[src/rtl/tlb_miss_arbiter.sv]
// Round-robin arbiter that shares one SV39 page-table walker between the ITLB and DTLB,
// steering refills, completion and error strobes back to whichever TLB owns the walk.
module tlb_miss_arbiter #(
    parameter int VLEN           = 39,
    parameter int ASID_WIDTH     = 1,
    parameter int TIMEOUT_CYCLES = 1024
) (
    input  logic                  clk_i,
    input  logic                  rst_ni,
    input  logic                  flush_i,
    input  logic                  itlb_miss_i,
    input  logic [VLEN-1:0]       itlb_vaddr_i,
    input  logic [ASID_WIDTH-1:0] itlb_asid_i,
    output logic                  itlb_gnt_o,
    output logic                  itlb_update_valid_o,
    output logic                  itlb_done_o,
    output logic                  itlb_err_o,
    input  logic                  dtlb_miss_i,
    input  logic [VLEN-1:0]       dtlb_vaddr_i,
    input  logic [ASID_WIDTH-1:0] dtlb_asid_i,
    input  logic                  dtlb_is_store_i,
    output logic                  dtlb_gnt_o,
    output logic                  dtlb_update_valid_o,
    output logic                  dtlb_done_o,
    output logic                  dtlb_err_o,
    output logic                  ptw_req_o,
    output logic [VLEN-1:0]       ptw_vaddr_o,
    output logic [ASID_WIDTH-1:0] ptw_asid_o,
    output logic                  ptw_is_store_o,
    output logic                  ptw_is_instr_o,
    input  logic                  ptw_ready_i,
    input  logic                  ptw_done_i,
    input  logic                  ptw_err_i,
    output logic                  busy_o
);

    localparam logic [1:0] IDLE  = 2'd0;
    localparam logic [1:0] REQ   = 2'd1;
    localparam logic [1:0] WAIT  = 2'd2;
    localparam logic [1:0] DRAIN = 2'd3;

    localparam int            CW       = (TIMEOUT_CYCLES > 0) ? $clog2(TIMEOUT_CYCLES + 1) : 1;
    localparam logic          WDOG_EN  = (TIMEOUT_CYCLES > 0);
    localparam logic [CW-1:0] CNT_MAX  = CW'(TIMEOUT_CYCLES);
    localparam logic [CW-1:0] CNT_LAST = CW'((TIMEOUT_CYCLES > 0) ? TIMEOUT_CYCLES - 1 : 0);

    logic [1:0]            state_q, state_d;
    logic                  rr_q, rr_d;
    logic                  owner_q, owner_d;
    logic [VLEN-1:0]       vaddr_q, vaddr_d;
    logic [ASID_WIDTH-1:0] asid_q, asid_d;
    logic                  store_q, store_d;
    logic [CW-1:0]         cnt_q, cnt_d;
    logic                  idone_q, idone_d, ierr_q, ierr_d;
    logic                  ddone_q, ddone_d, derr_q, derr_d;
    logic                  timeout;
    logic                  ptw_resp;

    // owner_q = 1 means the ITLB owns the walk; rr_q = 1 means the DTLB was served last
    always_comb begin
        state_d             = state_q;
        rr_d                = rr_q;
        owner_d             = owner_q;
        vaddr_d             = vaddr_q;
        asid_d              = asid_q;
        store_d             = store_q;
        cnt_d               = cnt_q;
        idone_d             = 1'b0;
        ierr_d              = 1'b0;
        ddone_d             = 1'b0;
        derr_d              = 1'b0;
        itlb_gnt_o          = 1'b0;
        dtlb_gnt_o          = 1'b0;
        itlb_update_valid_o = 1'b0;
        dtlb_update_valid_o = 1'b0;
        ptw_resp            = ptw_done_i | ptw_err_i;
        timeout             = WDOG_EN && (cnt_q == CNT_LAST);

        case (state_q)
            IDLE: begin
                if (!flush_i) begin
                    if (dtlb_miss_i && (!itlb_miss_i || !rr_q)) begin
                        dtlb_gnt_o = 1'b1;
                        vaddr_d    = dtlb_vaddr_i;
                        asid_d     = dtlb_asid_i;
                        store_d    = dtlb_is_store_i;
                        owner_d    = 1'b0;
                        rr_d       = 1'b1;
                        state_d    = REQ;
                    end else if (itlb_miss_i) begin
                        itlb_gnt_o = 1'b1;
                        vaddr_d    = itlb_vaddr_i;
                        asid_d     = itlb_asid_i;
                        store_d    = 1'b0;
                        owner_d    = 1'b1;
                        rr_d       = 1'b0;
                        state_d    = REQ;
                    end
                end
            end
            REQ: begin
                if (flush_i) begin
                    state_d = IDLE;
                end else if (ptw_ready_i) begin
                    cnt_d   = '0;
                    state_d = WAIT;
                end
            end
            WAIT: begin
                cnt_d = (cnt_q == CNT_MAX) ? cnt_q : cnt_q + CW'(1);
                // A flushed walk is discarded; the watchdog beats a late result so it never refills
                if (flush_i) begin
                    state_d = ptw_resp ? IDLE : DRAIN;
                end else if (timeout) begin
                    ierr_d  = owner_q;
                    derr_d  = !owner_q;
                    state_d = ptw_resp ? IDLE : DRAIN;
                end else if (ptw_err_i) begin
                    ierr_d  = owner_q;
                    derr_d  = !owner_q;
                    state_d = IDLE;
                end else if (ptw_done_i) begin
                    itlb_update_valid_o = owner_q;
                    dtlb_update_valid_o = !owner_q;
                    idone_d             = owner_q;
                    ddone_d             = !owner_q;
                    state_d             = IDLE;
                end
            end
            DRAIN: begin
                if (ptw_resp) begin
                    state_d = IDLE;
                end
            end
            default: state_d = IDLE;
        endcase
    end

    always_ff @(posedge clk_i or negedge rst_ni) begin
        if (!rst_ni) begin
            state_q <= IDLE;
            rr_q    <= 1'b0;
            owner_q <= 1'b0;
            vaddr_q <= '0;
            asid_q  <= '0;
            store_q <= 1'b0;
            cnt_q   <= '0;
            idone_q <= 1'b0;
            ierr_q  <= 1'b0;
            ddone_q <= 1'b0;
            derr_q  <= 1'b0;
        end else begin
            state_q <= state_d;
            rr_q    <= rr_d;
            owner_q <= owner_d;
            vaddr_q <= vaddr_d;
            asid_q  <= asid_d;
            store_q <= store_d;
            cnt_q   <= cnt_d;
            idone_q <= idone_d;
            ierr_q  <= ierr_d;
            ddone_q <= ddone_d;
            derr_q  <= derr_d;
        end
    end

    assign itlb_done_o    = idone_q;
    assign itlb_err_o     = ierr_q;
    assign dtlb_done_o    = ddone_q;
    assign dtlb_err_o     = derr_q;
    assign ptw_req_o      = (state_q == REQ);
    assign ptw_vaddr_o    = vaddr_q;
    assign ptw_asid_o     = asid_q;
    assign ptw_is_store_o = store_q;
    assign ptw_is_instr_o = owner_q;
    assign busy_o         = (state_q != IDLE);

endmodule

[config.mk]
export PLATFORM = sky130hd
export DESIGN_NAME = tlb_miss_arbiter
export DESIGN_NICKNAME = d
export VERILOG_FILES = /design/src/rtl/tlb_miss_arbiter.sv
export SDC_FILE = /design/constraint.sdc
export NUM_CORES = 1
export LEC_CHECK = 0
export BUFFER_PORTS_ARGS = -buffer_cell sky130_fd_sc_hd__buf_2
export CORE_UTILIZATION = 40
export CTS_BUF_LIST = sky130_fd_sc_hd__clkbuf_16
export DETAILED_ROUTE_END_ITERATION = 12
export GPL_TIMING_DRIVEN = 1
export HOLD_SLACK_MARGIN = 0.08
export PLACE_DENSITY = 0.71
export SLEW_MARGIN = 30
export SYNTH_ARGS = -nofsm -noshare
export SYNTH_HDL_FRONTEND = slang
export SYNTH_SLANG_ARGS = --single-unit
[constraint.sdc]
create_clock -name clk_i -period 1.76 [get_ports clk_i]
set_input_delay 0.352 -clock clk_i [delete_from_list [all_inputs] [get_ports clk_i]]
set_output_delay 0.352 -clock clk_i [all_outputs]
set_load 0.03 [all_outputs]
==> metrics.yaml <==
outcome: "finished with violations"
violations: "negative setup slack"
synth_edf_count: 0
drt_iter0_drc: 83
route.detailed.drc: 0
rows: 31
synth_compound_area_frac: 0.183
postRouteAntennaNets: 0
async_flop_share: 1.00
path_class: "reg -> out"
wl_met1_um: 3570
numPortBuffers: 140
setup_tns_ns: -0.588
firstDrtPassIters: 5
grt_pass1_vias: 2630
skew_ns: 0.00398
switching_share: 0.351
p_seq_frac: 0.342
clkPwrFrac: 0.305
dieArea_sq_mm: 0.00783
setup_ws_ns: -0.240
largest_reg_flops: 39
slew_headroom: 0.618
cap_viol_max_count: 0
cp.required_ns: 1.41
top_layer: "met4"
crit_chain: "ha_2 -> and4_4 -> a31oi_4 -> and4b_2 -> buf_6"
p_comb_frac: 0.353
dp_slack_ns: -0.111
syn-num-nets: 384
grt_usage: 0.209
coreArea_sq_mm: 0.00725
power_density_mw_per_mm2: 1200
p_total_mw: 5.42
clk_path_buf_depth: 2
place.gp.congestion: 0.885
worst_pin_slew_ns: 0.573
die_h_um: 88.5
leakage_nw: 2.32
slew_violations: 0
dr_wl_met2_um: 4070
synth_top_area_share: 0.502
final_cells: 571
dp.cells: 542
wl_um: 8120
grt_setup_unrepaired: "true"
grt_max_degree: 34
end_kind: "primary output"
fmax_ghz: 0.500
ys_ff_latch: 60
hold_viol_final: 0
synthMuxAreaShare: 0.0870
worstHoldPathType: "in -> reg"
cp_max_fo: 3
internal-power_mw: 3.52
die-width_um: 88.5
root_buffer: "clkbuf_16"
synth.distinct_cells: 45
max-vdd-ir-drop_uv: 627
start_util: 0.412
h-tree-depth: 3
post-synth-top-area-cell: "dfrtp_1"
antenna_found_initial: 0
hold_ws_ns: 0.261
clock_latency_ns: 0.31
post-route-util: 0.625
cts_tree: "yes"
cts_made_buffers: 9
viasPerCell: 5.11
synthSimpleGateAreaFrac: 0.153
wl_per_cell_um: 14.2
synthTopCellsByArea: "dfrtp_1 (50%), mux2i_1 (8.7%), o21ai_0 (7.0%), a221o_1 (6.0%), nor3_1 (3.2%)"
postPlaceCellArea_sq_mm: 0.00402
pin_count: 141
routed-wl-met3_um: 373
critical_path.max_stage_delay_ns: 0.39
synth_xor_xnor_area_share: 0
switching_power_mw: 1.90
clkTransAtPathRegs_ns: 0.05
crit_slowest_cell: "dfrtp_1"
clock-sinks: 60
fin_crit_sh: 1.14
dp_hpwl_um: 5790
cp.arrival_ns: 1.65
min_period_ns: 2.00
synth_warnings: 0
start_kind: "register"
cp_top_family: "simple AND/OR/NAND/NOR gates"
syn_inst: 293
setup_violations: 6
fin_nets: 558
synthAdderAreaFrac: 0.00836
vias: 2918
finalInstanceArea_sq_mm: 0.00453
yosysSeqAreaShare: 0.502
synth_area_sq_mm: 0.00299
grt_pass1_wl_um: 12600
synth_top_family_by_area: "compound AO/OA/AOI/OAI gates"
n_antenna_cell: 0
overflow: 0
worst-path-buf-inv: 1
synth_ff_type: "dfrtp_1"
avgSynthCellArea_sq_um: 10.2
syn2layout_area_growth_pct: 51.4
layout-drive-gt1-share: 0.468
-- layout by cell type, fill, tap and decap left out, types with 2 or more instances in the layout --
cell type  synthesis  layout
clkinv_1           0       2
or4_1              2       2
buf_12             0       4
o21ai_1            4       4
dfrtp_1           60      60
buf_6              3       9
nand4_1            4       4
nor2b_1            2       2
a221o_1           18      18
nand3_1            9       9
buf_4              0      37
or3_1              3       2
o211ai_1           2       2
o21ai_0           42      42
or2_2              2       2
mux2i_1           26      26
clkinv_2           0       2
and4b_2            0       2
a21o_1             2       2
and3b_1            2       2
nor4_1             6       5
a21oi_1            4       4
nor2_4             0       2
inv_1             22      21
nor3_1            19      19
and4_4             0       2
nand2_1            8       8
o31ai_1            2       2
nor4bb_1           2       2
nand2b_1           3       3
buf_2              2     136
inv_2              0       2
clkbuf_16          0       9
-- power by group through the flow --
stage          logic, mW  clock network (mW)  registers [mW]
5_1_grt             2.08                1.76            1.90
6_report            1.91                1.65            1.86
3_3_place_gp        1.69                   0            1.88
2_1_floorplan      0.572                   0            2.39
3_5_place_dp        1.72                   0            1.88
4_1_cts             1.82                1.69            1.86
-- per-layer routing --
| metal | vias to the layer above | track usage |
|---|---|---|
| li1 | 1431 | - |
| met1 | 1384 | 0.268 |
| met2 | 94 | 0.355 |
| met3 | 9 | 0.0345 |
| met4 | 0 | 0.0821 |
| met5 | - | 0 |
-- logic make-up (layout without fill, tap and decap cells) --
logic type	after synthesis	in the layout
AO/OA/AOI/OAI	82	82
AND/OR/NAND/NOR	77	77
flip-flops	60	60
buffers and inverters	46	225
multiplexers	26	26
adder cells (fa/ha/maj)	2	2
-- final cells by class --
type                    instances  area (sq um)
multi-input cells             187          1390
flip-flops and latches         60          1500
fillers                       608          2720
inverters                      22          82.6
well taps                      99           124
clock inverters                 7          58.8
repair buffers                187          1150
clock buffers                   9           225
-- final timing paths --
check	startpoint	end	slack, ns	cells past startpoint
max in group asynchronous	rst_ni	ptw_vaddr_o[22]	0.68	3
setup reg to reg	cnt_q[0]	cnt_q[1]	-0.03	7
hold / removal	itlb_vaddr_i[1]	ptw_vaddr_o[1]	0.26	2
hold reg to reg	ptw_vaddr_o[1]	ptw_vaddr_o[1]	0.50	1
min in group asynchronous	rst_ni	cnt_q[2]	0.57	2
setup / recovery	cnt_q[1]	dtlb_update_valid_o	-0.24	5
-- cells in the mapped netlist, types with 2 or more instances --
| cell | count |
|---|---|
| a21o_1 | 2 |
| a21oi_1 | 4 |
| a221o_1 | 18 |
| and3b_1 | 2 |
| and4_1 | 2 |
| and4b_1 | 2 |
| buf_1 | 2 |
| buf_2 | 2 |
| buf_6 | 3 |
| clkbuf_1 | 17 |
| dfrtp_1 | 60 |
| ha_1 | 2 |
| inv_1 | 22 |
| mux2i_1 | 26 |
| nand2_1 | 8 |
| nand2b_1 | 3 |
| nand3_1 | 9 |
| nand4_1 | 4 |
| nor2_1 | 4 |
| nor2b_1 | 2 |
| nor3_1 | 19 |
| nor4_1 | 6 |
| nor4bb_1 | 2 |
| o211ai_1 | 2 |
| o21ai_0 | 42 |
| o21ai_1 | 4 |
| o31ai_1 | 2 |
| or2_2 | 2 |
| or3_1 | 3 |
| or4_1 | 2 |
-- worst reg2reg max path, cell delays in order, from the launching register on --
cell and delay, ns:
dfrtp_1 0.39, buf_4 0.16, inv_2 0.06, ha_4 0.13, or4bb_4 0.47, o41ai_2 0.23
buf_4 0.16, o211ai_1 0.08
-- repair_timing --
action | in CTS | in global routing
hold buffers | 1 | 0
setup endpoints to repair | 6 | 25
buffers inserted | 6 | 7
pin swaps | 9 | 8
resized for setup | 21 | 12
hold endpoints to repair | 19 | 0
Note: power is estimated with default switching activity, not from simulation.
